## src/rtl/run_monitor_pkg.sv

```systemverilog
// Shared types and helpers for the run_monitor block.
// Optional PC signature feature is enabled by defining RUN_MONITOR_SIG_EN.
package run_monitor_pkg;

    typedef enum logic [1:0] {
        RM_IDLE    = 2'd0,
        RM_RUN     = 2'd1,
        RM_DONE    = 2'd2,
        RM_TIMEOUT = 2'd3
    } run_state_e;

    localparam int SIG_W = 32;

    // One signature step: rotate left by one, then fold in the retired PC.
    function automatic logic [SIG_W-1:0] sig_step(input logic [SIG_W-1:0] sig,
                                                  input logic [SIG_W-1:0] pc);
        return {sig[SIG_W-2:0], sig[SIG_W-1]} ^ pc;
    endfunction

endpackage

```

## src/rtl/run_monitor_halt_det.sv

```systemverilog
// Jump-to-self detector: tracks the last retired PC and how many consecutive
// retires hit it, and flags the retire that brings the count to HALT_REPEAT.
module run_monitor_halt_det #(
    parameter int PC_W        = 32,
    parameter int HALT_REPEAT = 4
) (
    input  logic            clk,
    input  logic            rst_n,
    input  logic            clear,
    input  logic            retire,
    input  logic [PC_W-1:0] pc,
    output logic            halt
);
    import run_monitor_pkg::*;

    logic [3:0]      rep_cnt_q, rep_cnt_d;
    logic [PC_W-1:0] last_pc_q, last_pc_d;
    logic [3:0]      rep_next;

    // Repeat-count update; cycles without a retire leave the history untouched.
    always_comb begin
        rep_cnt_d = rep_cnt_q;
        last_pc_d = last_pc_q;
        rep_next  = 4'd1;
        if ((pc == last_pc_q) && (rep_cnt_q != 4'd0)) begin
            rep_next = rep_cnt_q + 4'd1;
        end
        if (clear) begin
            rep_cnt_d = 4'd0;
            last_pc_d = '0;
        end else if (retire) begin
            rep_cnt_d = rep_next;
            last_pc_d = pc;
        end
        halt = retire && !clear && (rep_next == 4'(HALT_REPEAT));
    end

    // History registers.
    always_ff @(posedge clk or negedge rst_n) begin
        if (!rst_n) begin
            rep_cnt_q <= 4'd0;
            last_pc_q <= '0;
        end else begin
            rep_cnt_q <= rep_cnt_d;
            last_pc_q <= last_pc_d;
        end
    end

endmodule

```

## src/rtl/run_monitor.sv

```systemverilog
// Run controller / watchdog beside the core: counts RUN cycles and retires,
// declares DONE on a jump-to-self, TIMEOUT after TIMEOUT_CYCLES, and latches
// a result snapshot. Define RUN_MONITOR_SIG_EN to enable the PC signature.
module run_monitor #(
    parameter int PC_W           = 32,
    parameter int CNT_W          = 32,
    parameter int RES_W          = 32,
    parameter int HALT_REPEAT    = 4,
    parameter int TIMEOUT_CYCLES = 8000
) (
    input  logic             i_clk,
    input  logic             i_reset,
    input  logic             i_start,
    input  logic             i_clear,
    input  logic [PC_W-1:0]  i_pc,
    input  logic             i_insn_vld,
    input  logic [RES_W-1:0] i_result,
    output logic             o_busy,
    output logic             o_done,
    output logic             o_timeout,
    output logic [CNT_W-1:0] o_cycle_cnt,
    output logic [CNT_W-1:0] o_insn_cnt,
    output logic [PC_W-1:0]  o_halt_pc,
    output logic [RES_W-1:0] o_result,
    output logic [31:0]      o_pc_sig
);
    import run_monitor_pkg::*;

    localparam logic [CNT_W-1:0] TO_LAST = CNT_W'(TIMEOUT_CYCLES - 1);

    run_state_e       state_q, state_d;
    logic [CNT_W-1:0] cycle_cnt_q, cycle_cnt_d;
    logic [CNT_W-1:0] insn_cnt_q, insn_cnt_d;
    logic [PC_W-1:0]  halt_pc_q, halt_pc_d;
    logic [RES_W-1:0] result_q, result_d;
    logic             run_start;
    logic             retire;
    logic             halt;

    assign retire = (state_q == RM_RUN) && i_insn_vld;

    run_monitor_halt_det #(
        .PC_W        (PC_W),
        .HALT_REPEAT (HALT_REPEAT)
    ) u_halt_det (
        .clk    (i_clk),
        .rst_n  (i_reset),
        .clear  (run_start),
        .retire (retire),
        .pc     (i_pc),
        .halt   (halt)
    );

    // Next-state and counter/snapshot update; halt takes priority over timeout.
    always_comb begin
        state_d     = state_q;
        cycle_cnt_d = cycle_cnt_q;
        insn_cnt_d  = insn_cnt_q;
        halt_pc_d   = halt_pc_q;
        result_d    = result_q;
        run_start   = 1'b0;
        case (state_q)
            RM_IDLE: begin
                if (i_start) begin
                    state_d     = RM_RUN;
                    cycle_cnt_d = '0;
                    insn_cnt_d  = '0;
                    halt_pc_d   = '0;
                    result_d    = '0;
                    run_start   = 1'b1;
                end
            end
            RM_RUN: begin
                if (cycle_cnt_q != '1) begin
                    cycle_cnt_d = cycle_cnt_q + CNT_W'(1);
                end
                if (i_insn_vld && (insn_cnt_q != '1)) begin
                    insn_cnt_d = insn_cnt_q + CNT_W'(1);
                end
                if (halt) begin
                    state_d   = RM_DONE;
                    halt_pc_d = i_pc;
                    result_d  = i_result;
                end else if (cycle_cnt_q == TO_LAST) begin
                    state_d  = RM_TIMEOUT;
                    result_d = i_result;
                end
            end
            RM_DONE, RM_TIMEOUT: begin
                if (i_clear) begin
                    state_d = RM_IDLE;
                end
            end
            default: state_d = RM_IDLE;
        endcase
    end

    // State, counters and snapshots.
    always_ff @(posedge i_clk or negedge i_reset) begin
        if (!i_reset) begin
            state_q     <= RM_IDLE;
            cycle_cnt_q <= '0;
            insn_cnt_q  <= '0;
            halt_pc_q   <= '0;
            result_q    <= '0;
        end else begin
            state_q     <= state_d;
            cycle_cnt_q <= cycle_cnt_d;
            insn_cnt_q  <= insn_cnt_d;
            halt_pc_q   <= halt_pc_d;
            result_q    <= result_d;
        end
    end

`ifdef RUN_MONITOR_SIG_EN
    logic [SIG_W-1:0] sig_q, sig_d;

    // Signature folds in every RUN retire and restarts with each run.
    always_comb begin
        sig_d = sig_q;
        if (run_start) begin
            sig_d = '0;
        end else if (retire) begin
            sig_d = sig_step(sig_q, SIG_W'(i_pc));
        end
    end

    // Signature register.
    always_ff @(posedge i_clk or negedge i_reset) begin
        if (!i_reset) begin
            sig_q <= '0;
        end else begin
            sig_q <= sig_d;
        end
    end

    assign o_pc_sig = sig_q;
`else
    assign o_pc_sig = 32'd0;
`endif

    assign o_busy      = (state_q == RM_RUN);
    assign o_done      = (state_q == RM_DONE);
    assign o_timeout   = (state_q == RM_TIMEOUT);
    assign o_cycle_cnt = cycle_cnt_q;
    assign o_insn_cnt  = insn_cnt_q;
    assign o_halt_pc   = halt_pc_q;
    assign o_result    = result_q;

endmodule

```

## config.mk

```make
export PLATFORM = sky130hd
export DESIGN_NAME = run_monitor
export DESIGN_NICKNAME = d
export VERILOG_FILES = /design/src/rtl/run_monitor_pkg.sv /design/src/rtl/run_monitor_halt_det.sv /design/src/rtl/run_monitor.sv
export SDC_FILE = /design/constraint.sdc
export NUM_CORES = 1
export LEC_CHECK = 0
export CAP_MARGIN = 20
export CORE_MARGIN = 2
export CORE_UTILIZATION = 40
export DETAILED_ROUTE_END_ITERATION = 12
export PLACE_DENSITY = 0.68
export SYNTH_ARGS = -nofsm -noshare
export SYNTH_HDL_FRONTEND = slang
export SYNTH_HIERARCHICAL = 1
export SYNTH_SLANG_ARGS = --single-unit
export TNS_END_PERCENT = 30
```

## constraint.sdc

```tcl
create_clock -name i_clk -period 4.7 [get_ports i_clk]
set_clock_uncertainty 0.2 [all_clocks]
set_input_delay 0.705 -clock i_clk [delete_from_list [all_inputs] [get_ports i_clk]]
set_output_delay 0.705 -clock i_clk [all_outputs]
set_load 0.02 [all_outputs]
```

==> flow_summary.json <==
{
  "status": "finished clean",
  "gp_congestion": 0.815,
  "period_share_pct": 78.1,
  "crit_top_cell": "nor4_1",
  "critPathMaxStageDelay_ns": 0.66,
  "syn_avg_cell_area_um2": 9.03,
  "crit-reg2reg-launch": "u_halt_det/rep_cnt_q[0]",
  "seqCellArea_um2": 4150,
  "cts_setup_buffers": 0,
  "ctsHoldBuffers": 0,
  "synth-edff-count": 0,
  "placed_area_um2": 10900,
  "synth_top_cell_by_area": "dfrtp_1",
  "die_h_um": 152,
  "dieArea_um2": 23100,
  "final_util_pct": 53.0,
  "port_buffers": 199,
  "cts_sinks": 166,
  "grt_max_degree": 71,
  "pin_count": 232,
  "period_minus_slack_ns": 3.67,
  "synth_area_leaders": "dfrtp_1 (48%), nand2_1 (7.9%), mux2i_1 (4.0%)",
  "vias": 7945,
  "slew_headroom_pct": 28.9,
  "crit_end": "o_result[25]",
  "synth_area_um2": 8740,
  "cp-startpoint": "i_pc[21]",
  "p_leak_nw": 4.99,
  "h-tree-depth": 4,
  "ys_ff_latch": 166,
  "grt_use_total_pct": 21.3,
  "total_power_w": 0.00439,
  "yosysMostFrequentCell": "nand2_1",
  "crit_arrival_ns": 3.73,
  "layout-drive-gt1-share_pct": 6.33,
  "drc": 0,
  "drt-wirelength-per-cell_um": 17.3,
  "r2r_slack_ns": 1.34,
  "setup_violations": 0,
  "insertion_delay_ns": 0.43,
  "root_buffer": "clkbuf_16",
  "fin_nets": 1214,
  "totalWireLength_mm": 24.9,
  "ys_warn_count": 6,
  "ant_nets": 0,
  "yosys.cell_types.count": 61,
  "crit_slowest_cell": "nor4_1",
  "vias_per_cell": 5.54,
  "path_clk_slew_ns": 0.07,
  "syn_inst": 968,
  "seq_area_frac_synth_pct": 47.5,
  "ys.flop_type": "dfrtp_1",
  "crit_path_end_kind": "register",
  "cts_buffer_depth": 2,
  "setup_ws_ns": 1.03,
  "async_flop_share_pct": 100,
  "p_per_area_nw_per_um2": 383,
  "grt_overflow": 0,
  "criticalPathCategory": "in2reg",
  "cts_made_buffers": 17,
  "synthToLayoutAreaGrowth_pct": 31.1,
  "core-area_um2": 21600,
  "cts_resized": 0,
  "first_iter_violations": 567,
  "hp-class": "in2async",
  "grt_pass1_wl_mm": 40.6,
  "crit_required_ns": 4.76,
  "timing_worst_slew_pin_value_ns": 1.06,
  "fin_setup_tns_ns": 0,
  "cts_tree": "yes",
  "path_cells": "clkdlybuf4s50_1 > xnor2_1 > nand4_1 > nor4_1 > nand3_1 > nor4_1 > a41oi_4 > nor2_2 > buf_4 > o22ai_1",
  "slew_violations": 0,
  "cp-start-kind": "primary input",
  "fmax_mhz": 273,
  "rsz0062_at_grt": "false",
  "finalInstanceArea_um2": 11500,
  "worstPathMaxFanout": 34,
  "initial_utilization_pct": 40.4,
  "fill_cells": 2030,
  "hold_viol_final": 0,
  "synth_top_area_share_pct": 47.5,
  "irDropWorstVdd_v": 0.000263,
  "multi_input_comb_area_um2": 4230,
  "worstRegToRegCells": 10,
  "num_rows": 54,
  "reg2reg_to": "o_result[25]",
  "firstDrtPassIters": 5,
  "pre_cts_slack_ns": 0.557,
  "post-dp-hpwl_mm": 17.1,
  "cap_violations": 0,
  "first_global_vias": 7584,
  "antennaDiodeCount": 0,
  "antenna_found_initial": 1,
  "synth_common_cells": "nand2_1 (183), dfrtp_1 (166), nor2_1 (69)",
  "die_width_um": 152
}
-- layout make-up --
cell class	count	share of cell area (%)
clock buffers	17	3.71
inverters	8	0.262
repair buffers	217	18.6
clock inverters	15	1.31
multi-input cells	731	36.9
flip-flops and latches	166	36.2
well taps	280	3.06
-- kinds of logic (layout without fill, tap and decap cells) --
group	after synthesis	count (layout)	share of synthesized area (%)
compound gates	182	182	13.7
xor+xnor	35	35	3.51
fa+ha+maj	4	4	0.572
buf+inv	102	257	5.92
flops	166	166	47.5
mux	35	35	4.01
other cells	1	32	0.0429
simple gates	443	443	24.7
-- metal layers --
| metal | GRT usage (%) | wire length [um] | vias up |
|---|---|---|---|
| met1 | 29.7 | 11100 | 3875 |
| met4 | 6.36 | 475 | 2 |
| li1 | - | - | 3768 |
| met3 | 4.16 | 1460 | 30 |
| met2 | 33.8 | 11800 | 270 |
| met5 | 0 | 16 | - |
-- sequential cells by signal, indices dropped and copies added (netlist names) --
register,count
o_cycle_cnt,32
o_halt_pc,32
o_insn_cnt,32
o_result,32
state_q,2
u_halt_det/last_pc_q,32
u_halt_det/rep_cnt_q,4
-- through the flow --
step	std cells	hold slack, ns
global route	1434	0.111
floorplan	999	0.209
detailed placement	1402	0.255
CTS	1434	0.0992
global placement	1402	0.250
finish	1434	0.0679
-- worst min path at each step --
stage	from	to	slack, ns
after floorplan	i_reset	o_cycle_cnt[0]	0.21
after global placement	o_halt_pc[1]	o_halt_pc[1]	0.25
after detailed placement	o_halt_pc[18]	o_halt_pc[18]	0.25
after CTS	i_reset	o_result[12]	0.1
after global routing	i_reset	o_result[9]	0.11
final	i_reset	o_result[12]	0.07
-- report_power, final --
part           total [W]  internal (W)  switching (W)
combinational    0.00118      0.000518       0.000660
clock            0.00137      0.000710       0.000659
sequential       0.00185       0.00163       0.000215
total            0.00439       0.00286        0.00153
-- cells in the final DEF (no fill, tap or decap), types with 5 or more instances in the layout --
cell type        Yosys  routed
clkdlybuf4s50_1      0     198
nand2_1            183     183
dfrtp_1            166     166
nor2_1              69      67
nand3_1             62      62
o21ai_0             52      52
nand4_1             38      38
mux2i_1             35      35
o22ai_1             32      32
conb_1               1      32
o31ai_1             30      29
and3_1              20      20
buf_4               32      18
xnor2_1             18      18
a31oi_1             17      17
xor2_1              17      17
clkbuf_16            0      17
nor3_1              15      15
a21oi_1             11      11
a211o_1              9       9
nor4_1              10       9
and4_1               8       8
and2_1               6       6
inv_1                7       6
nand2b_1             7       6
a41oi_1              6       5
o41ai_1              5       5
inv_6                0       5
inv_8                0       5
-- critical path: cells and delay by family --
family                    cells  cell delay, ns
and+or+nand+nor               5            1.46
AOI/OAI and AO/OA             2            0.44
buffers and inverters         2            0.81
xor gates and xnor gates      1            0.29
Power figures use the tool's default switching activity.
